$ cat src/rtl/vga_txt_pkg.sv
// Shared geometry, widths and bus payload types for the text-mode pixel generator.
package vga_txt_pkg;

    localparam int unsigned COLS     = 80;
    localparam int unsigned ROWS     = 25;
    localparam int unsigned FONT_H   = 16;
    localparam int unsigned CHAR_W   = 8;
    localparam int unsigned PIPE_LAT = 8;

    localparam int unsigned TXT_AW  = 11;
    localparam int unsigned SL_W    = $clog2(FONT_H);
    localparam int unsigned FONT_AW = 8 + SL_W;
    localparam int unsigned COL_W   = $clog2(COLS + 1);
    localparam int unsigned ROW_W   = $clog2(ROWS + 1);
    localparam int unsigned Q_W     = $clog2(CHAR_W);

    // Font ROM address: character code in the upper bits, glyph scanline below.
    typedef struct packed {
        logic [7:0]      code;
        logic [SL_W-1:0] line;
    } font_addr_t;

endpackage

$ cat src/rtl/vga_txt_pixgen_if.sv
// Video-enable, text RAM / font ROM fetch and pixel output bundle of the text pixel generator.
interface vga_txt_pixgen_if;
    import vga_txt_pkg::*;

    logic               i_en_h;
    logic               i_en_v;
    logic [TXT_AW-1:0]  o_txt_addr;
    logic [7:0]         i_txt_data;
    logic [FONT_AW-1:0] o_font_addr;
    logic [7:0]         i_font_data;
    logic               o_pix;
    logic               o_de;

    // master: timing generator, memories and colour stage surrounding the pixel generator
    modport master (
        output i_en_h, i_en_v, i_txt_data, i_font_data,
        input  o_txt_addr, o_font_addr, o_pix, o_de
    );

    modport slave (
        input  i_en_h, i_en_v, i_txt_data, i_font_data,
        output o_txt_addr, o_font_addr, o_pix, o_de
    );

endinterface

$ cat src/rtl/vga_pix_shift8.sv
// Glyph-row serializer plus the matching data-enable delay line.
module vga_pix_shift8
    import vga_txt_pkg::*;
(
    input  logic              i_clk,
    input  logic              i_rst,
    input  logic              i_act,
    input  logic              i_load,
    input  logic              i_clear,
    input  logic [CHAR_W-1:0] i_data,
    output logic              o_pix,
    output logic              o_de
);

    logic [CHAR_W-1:0]   shifter;
    logic [PIPE_LAT-1:0] de_dly;

    // Shifting never stops, so a dropped line drains zeros rather than a stale glyph.
    always_ff @(posedge i_clk or posedge i_rst) begin
        if (i_rst) begin
            shifter <= '0;
            de_dly  <= '0;
        end else begin
            if (i_load) begin
                shifter <= i_clear ? '0 : i_data;
            end else begin
                shifter <= {shifter[CHAR_W-2:0], 1'b0};
            end
            de_dly <= {de_dly[PIPE_LAT-2:0], i_act};
        end
    end

    assign o_pix = shifter[CHAR_W-1];
    assign o_de  = de_dly[PIPE_LAT-1];

endmodule

$ cat src/rtl/vga_txt_pixgen.sv
// Text-mode pixel generator: walks the character grid, fetches code and glyph row,
// and hands each glyph row to the serializer.
module vga_txt_pixgen
    import vga_txt_pkg::*;
(
    input  logic           i_clk,
    input  logic           i_rst,
    vga_txt_pixgen_if.slave bus
);

    logic               act;
    logic               act_q;
    logic               line_end;
    logic               last_q;
    logic               blank;
    logic               load;
    logic [Q_W-1:0]     q;
    logic [COL_W-1:0]   col;
    logic [SL_W-1:0]    scanline;
    logic [ROW_W-1:0]   row;
    logic [TXT_AW-1:0]  row_base;
    logic [CHAR_W-1:0]  hold;
    logic               pix;
    logic               de;
    font_addr_t         font_addr;

    assign act      = bus.i_en_h & bus.i_en_v;
    assign last_q   = (q == Q_W'(CHAR_W - 1));
    assign line_end = act_q & ~act & bus.i_en_v;
    assign blank    = (col >= COL_W'(COLS)) || (row >= ROW_W'(ROWS));
    assign load     = act & last_q;

    always_ff @(posedge i_clk or posedge i_rst) begin
        if (i_rst) begin
            act_q    <= 1'b0;
            q        <= '0;
            col      <= '0;
            scanline <= '0;
            row      <= '0;
            row_base <= '0;
            hold     <= '0;
        end else begin
            act_q <= act;
            q     <= act ? q + 1'b1 : '0;

            if (!act) begin
                col <= '0;
            end else if (last_q && (col < COL_W'(COLS))) begin
                col <= col + 1'b1;
            end

            // Glyph row arrives two cycles after the character's first pixel slot.
            if (act && (q == Q_W'(2))) begin
                hold <= bus.i_font_data;
            end

            // row_base stops at the last row so the text address never leaves the buffer.
            if (!bus.i_en_v) begin
                scanline <= '0;
                row      <= '0;
                row_base <= '0;
            end else if (line_end) begin
                if (scanline == SL_W'(FONT_H - 1)) begin
                    scanline <= '0;
                    if (row < ROW_W'(ROWS)) begin
                        row <= row + 1'b1;
                    end
                    if (row < ROW_W'(ROWS - 1)) begin
                        row_base <= row_base + TXT_AW'(COLS);
                    end
                end else begin
                    scanline <= scanline + 1'b1;
                end
            end
        end
    end

    assign bus.o_txt_addr  = blank ? '0 : row_base + TXT_AW'(col);
    assign font_addr       = '{code: bus.i_txt_data, line: scanline};
    assign bus.o_font_addr = font_addr;

    vga_pix_shift8 u_shift (
        .i_clk   (i_clk),
        .i_rst   (i_rst),
        .i_act   (act),
        .i_load  (load),
        .i_clear (blank),
        .i_data  (hold),
        .o_pix   (pix),
        .o_de    (de)
    );

    assign bus.o_pix = pix;
    assign bus.o_de  = de;

endmodule

$ cat src/flat_wrapper.sv
// flat-port wrapper written by rule: the top's interface ports become plain ports
module vga_txt_pixgen_flat import vga_txt_pkg::*;
  (i_clk, i_rst, bus_i_en_h, bus_i_en_v, bus_i_txt_data, bus_i_font_data, bus_o_txt_addr, bus_o_font_addr, bus_o_pix, bus_o_de);
  vga_txt_pixgen_if bus_i ();
  input  logic i_clk;
  input  logic i_rst;
  input wire logic [$bits(bus_i.i_en_h)-1:0] bus_i_en_h;
  input wire logic [$bits(bus_i.i_en_v)-1:0] bus_i_en_v;
  input wire logic [$bits(bus_i.i_txt_data)-1:0] bus_i_txt_data;
  input wire logic [$bits(bus_i.i_font_data)-1:0] bus_i_font_data;
  output wire logic [$bits(bus_i.o_txt_addr)-1:0] bus_o_txt_addr;
  output wire logic [$bits(bus_i.o_font_addr)-1:0] bus_o_font_addr;
  output wire logic [$bits(bus_i.o_pix)-1:0] bus_o_pix;
  output wire logic [$bits(bus_i.o_de)-1:0] bus_o_de;
  assign bus_i.i_en_h = bus_i_en_h;
  assign bus_i.i_en_v = bus_i_en_v;
  assign bus_i.i_txt_data = bus_i_txt_data;
  assign bus_i.i_font_data = bus_i_font_data;
  assign bus_o_txt_addr = bus_i.o_txt_addr;
  assign bus_o_font_addr = bus_i.o_font_addr;
  assign bus_o_pix = bus_i.o_pix;
  assign bus_o_de = bus_i.o_de;
  vga_txt_pixgen u_core (.i_clk(i_clk), .i_rst(i_rst), .bus(bus_i));
endmodule
$ cat config.mk
export PLATFORM = sky130hd
export DESIGN_NAME = vga_txt_pixgen_flat
export DESIGN_NICKNAME = d
export VERILOG_FILES = /design/src/rtl/vga_txt_pkg.sv /design/src/rtl/vga_txt_pixgen_if.sv /design/src/rtl/vga_pix_shift8.sv /design/src/rtl/vga_txt_pixgen.sv /design/src/flat_wrapper.sv
export SDC_FILE = /design/constraint.sdc
export NUM_CORES = 1
export LEC_CHECK = 0
export ABC_AREA = 0
export BUFFER_PORTS_ARGS = -buffer_cell sky130_fd_sc_hd__buf_2
export CAP_MARGIN = 20
export CORE_AREA = 2 2 71 73
export CTS_CLUSTER_SIZE = 8
export DETAILED_ROUTE_END_ITERATION = 16
export DIE_AREA = 0 0 73 75
export PLACE_DENSITY = 0.77
export SETUP_SLACK_MARGIN = 0.05
export SKIP_CTS_REPAIR_TIMING = 1
export SYNTH_ARGS = -nofsm -noshare
export SYNTH_HDL_FRONTEND = slang
export SYNTH_SLANG_ARGS = --single-unit
export TNS_END_PERCENT = 100
$ cat constraint.sdc
create_clock -name i_clk -period 2.1 [get_ports i_clk]
set_clock_uncertainty 0.1 [all_clocks]
set_input_delay 0.42 -clock i_clk [delete_from_list [all_inputs] [get_ports i_clk]]
set_output_delay 0.42 -clock i_clk [all_outputs]
set_load 0.005 [all_outputs]
After elaboration in Yosys (flattened, before gate mapping) --
Index checks and enable logic that the tools add are counted.
Word-level totals: output and inout port bits 25, register bits after elaboration 55
Operators by class: multiplexer cells 17, reduce and logical (&&, ||, !) cells 5, $add $sub $neg 6, bitwise operators 5, order comparisons 5, eq/ne operators 8
Operator list (count):
- $mux W11 | 5
- $mux W5 | 4
- $mux W8 | 2
- $mux W7 | 2
- $mux W4 | 3
- $add A11 B7 Y11 | 1
- $add A11 B7 Y11 const B | 1
- $lt A5 B5 Y1 const B | 2
- $ne A2 B1 Y1 const B | 4
- $add A7 B1 Y7 const B | 1
- $ge A7 B7 Y1 const B | 1
- $lt A7 B7 Y1 const B | 1
- $reduce_and A3 Y1 | 2
- $add A5 B1 Y5 const B | 1
- $ge A5 B5 Y1 const B | 1
- $add A4 B1 Y4 const B | 1
- $and A1 B1 Y1 | 4
- $eq A4 B4 Y1 const B | 1
- $add A3 B1 Y3 const B | 1
- $eq A3 B2 Y1 const B | 1
- $eq A3 B3 Y1 const B | 1
- $mux W3 | 1
- $logic_and A1 B1 Y1 | 2
- $ne A2 B2 Y1 const B | 1
- 2 further kinds | 2

Longest topological paths before layout --
word-level depth 6, gate-level depth with buffers 6, gate-level depth less buffers 6

Modules after synthesis --
Synthesis repeated with hierarchy kept, for this count alone.
Unflattened totals: cells, all modules 235, area total of the unflattened synthesis 2592.5 µm²
Modules (own cells, without submodules):
- vga_txt_pixgen | area each 2092.0 µm², cells an instance 204, instances 1, sequential area each 875.8 µm²
- vga_pix_shift8 | area each 500.5 µm², cells an instance 31, instances 1, sequential area each 400.4 µm²

Least setup slack after synthesis --
No wires, ideal clock.
path type register -> output, start reg u_core.row_base[5], end out bus_o_txt_addr[8], cell stages (with the launch flop) 6, path slack 0.120 ns, data required time 1.580 ns, buffers on the path 0, arrival 1.460 ns, cells stage by stage dfrtp_1 ha_1 a21o_1 a211oi_1 o21ai_0 a21oi_1
Between the ends: cells in the longest elaborated chain, start to end 2
Ends and longest elaborated chain:
- start, declared | line vga_txt_pixgen.sv:21 | logic [TXT_AW-1:0] row_base;
- start signal, assigned | line vga_txt_pixgen.sv:69 | row_base <= row_base + TXT_AW'(COLS);
- $add A11 B7 Y11 | line vga_txt_pixgen.sv:78 | assign bus.o_txt_addr = blank ? '0 : row_base + TXT_AW'(col);
- $mux W11 | line vga_txt_pixgen.sv:78
- end, declared | line flat_wrapper.sv:11 | output wire logic [$bits(bus_i.o_txt_addr)-1:0] bus_o_txt_addr;
Every way passes these cells.

Worst setup path after layout --
start reg u_core.row[1], end out bus_o_txt_addr[3]
Between the ends: cells in the longest elaborated chain, start to end 3
Ends and longest elaborated chain:
- start, declared | line vga_txt_pixgen.sv:20 | logic [ROW_W-1:0] row;
- start signal, assigned | line vga_txt_pixgen.sv:66 | row <= row + 1'b1;
- $ge A5 B5 Y1 | line vga_txt_pixgen.sv:30 | assign blank = (col >= COL_W'(COLS)) || (row >= ROW_W'(ROWS));
- $logic_or A1 B1 Y1 | line vga_txt_pixgen.sv:30
- $mux W11 | line vga_txt_pixgen.sv:78
Every way passes these cells.

==> out/results.ini <==
[outcome]
outcome = finished with violations
violations = setup timing

[logic_synthesis]
syn_avg_cell_area_um2 = 10.6
post_synth_num_cell_types = 41
synth_top_area_frac = 0.495
synth_area_leaders = dfrtp_1 (49%), ha_1 (6.4%), xor2_1 (4.5%), nand2_1 (3.9%), mux2_2 (3.6%)
synth_seq_cells = 50
netlist_instances = 239
yosysSeqAreaShare = 0.495
synthFlopType = dfrtp_1
synth_edf_count = 0
synth.largest_area_cell = dfrtp_1
synth-async-reset-ratio = 1.00
yosysWarnings = 0
synth_nets = 272
syn_area_um2 = 2530

[clocking]
htreeDepth = 2
cts_buffers = 5
clock-sinks = 50
clockRootBuffer = clkbuf_8
clkTransAtPathRegs_ns = 0.10
clockBufferDepth = 2
clock_latency_ns = 0.31
tritoncts = built

[timing]
period_needed_ns = 2.39
slew_viol_final = 0
fin_ws_ns = -0.290
finalHoldViolations = 0
period_share = 1.14
clock.fmax_mhz = 418
finalSetupViolCount = 11
grt_setup_unrepaired = true
setup-tns-final_ns = -2.76

[critical_path]
r2r_setup_slack_ns = 0.18
crit_path_max_fanout = 3
cp_data_arrival_time_ns = 1.87
regToRegEndpoint = u_core.u_shift.shifter[2]
start_kind = register
worstSetupPathType = register to output port
critPathRequiredTime_ns = 1.58
worst_setup_path_end_kind = output port
reg2reg_depth = 9
r2r-start = u_core.row[1]

[route]
drtIter0Drc = 121
drt-total-wl_um = 4790
drc = 0
vias_per_cell = 5.41
dr.pass1.iters = 4
via_count = 1824
wire_per_inst_um = 14.2
drtAntennaViolNets = 0

[min_path]
hold_path.class = input pin to asynchronous set/reset pin

[place]
place_ws_ns = -0.00304
dpl.hpwl_um = 3140
io_buffer_count = 28
place_inst = 326
routabilityCongestion = 0.859

[power_and_ir_drop]
power.leakage_nw = 1.56
irDropWorstVdd_v = 0.000360
power_mw = 1.74
p_per_area_nw_per_um2 = 579

[layout]
area_growth_pct = 19.1
fill_cells = 363
layout.cells.most_common_list = dfrtp_1 (50), buf_2 (28), nand2_1 (26)
diodes = 0
drive_gt1_frac = 0.300
layout_commonest_cell = dfrtp_1
stdcell_count = 337
final_nets = 315

[floorplan]
design.core.area_um2 = 4660
die_w_um = 73
die_h_um = 75
io_pins = 45
die-area_um2 = 5480
num_rows = 25
initial_core_util = 0.543

[global_route]
grt_util_all_layers = 0.175
grt_pass1_wl_um = 7330
grt_pass1_vias = 1654
antenna_found_initial = 0
grt_start_max_net_pins = 51
gr-total-overflow = 0

[job]
drv_cap = 0

[state kept, by name, indices dropped and copies added (netlist names)]
register,count
u_core.hold,8
u_core.u_shift.de_dly,8
u_core.u_shift.shifter,8
u_core.col,7
u_core.row_base,7
u_core.row,5
u_core.scanline,4
u_core.q,3
[logic make-up after synthesis]
kind of cell | count (synthesis) | share of synthesized area
compound gates | 35 | 0.0861
xor+xnor | 18 | 0.0623
fa+ha+maj | 13 | 0.0643
buf+inv | 21 | 0.0435
flops | 50 | 0.495
mux | 12 | 0.0515
other cells | 1 | 0.00148
simple gates | 89 | 0.196
[cells in the mapped netlist, types with 5 or more instances]
master,number
clkbuf_1,5
nand3_1,7
o21ai_0,12
mux2_2,8
nor2_1,15
xnor2_1,5
inv_1,7
ha_1,13
nand2_1,26
a21oi_1,8
dfrtp_1,50
buf_4,8
and2_1,13
xor2_1,13
[metal layers]
layer,global-route usage,part of all wire,vias to the layer above
met1,0.213,0.44,887
met3,0.0402,0.033,8
met2,0.304,0.51,37
li1,-,-,892
met5,0,0,-
met4,0.0658,0.020,0
[layout make-up]
cell class	count	area, µm²	share of cell area
multi-input cells	168	1240	0.412
inverters	7	26.3	0.00872
repair buffers	50	329	0.109
well taps	54	67.6	0.0224
flip-flops and latches	50	1250	0.415
clock inverters	3	28.8	0.00956
clock buffers	5	68.8	0.0229
[worst max-delay path: stages (launching register included)]
cell and delay (ns):
dfrtp_1 0.39, inv_1 0.06, ha_2 0.17, nor4_2 0.28
buf_4 0.20, buf_6 0.09, o21a_1 0.15, and2_1 0.13
buf_2 0.10
[power by group]
part           leakage, nW  internal, mW  switching, mW
Sequential           0.681          1.01         0.0235
Combinational        0.831        0.0538         0.0578
Clock               0.0506         0.250          0.352
[how the worst max path moves through the flow]
stage | cells past startpoint | from | slack, ns | to
global route | 6 | u_core.col[5] | -0.39 | bus_o_txt_addr[10]
finish | 8 | u_core.row[1] | -0.29 | bus_o_txt_addr[3]
detailed placement | 6 | u_core.row_base[5] | -0.003 | bus_o_txt_addr[10]
global placement | 6 | u_core.row_base[5] | 0.05 | bus_o_txt_addr[10]
CTS | 6 | u_core.row_base[5] | -0.36 | bus_o_txt_addr[10]
floorplan | 5 | u_core.row_base[5] | 0.12 | bus_o_txt_addr[8]
[stage by stage]
stage          utilization  hold slack, ns  instance area [µm²]
2_1_floorplan            -           0.231                 2530
3_3_place_gp         0.602           0.234                 2810
3_5_place_dp         0.602           0.236                 2810
4_1_cts              0.623          0.0421                 2910
5_1_grt              0.646          0.0543                 3010
6_report             0.646          0.0292                 3010
Power figures use the tool's default switching activity.
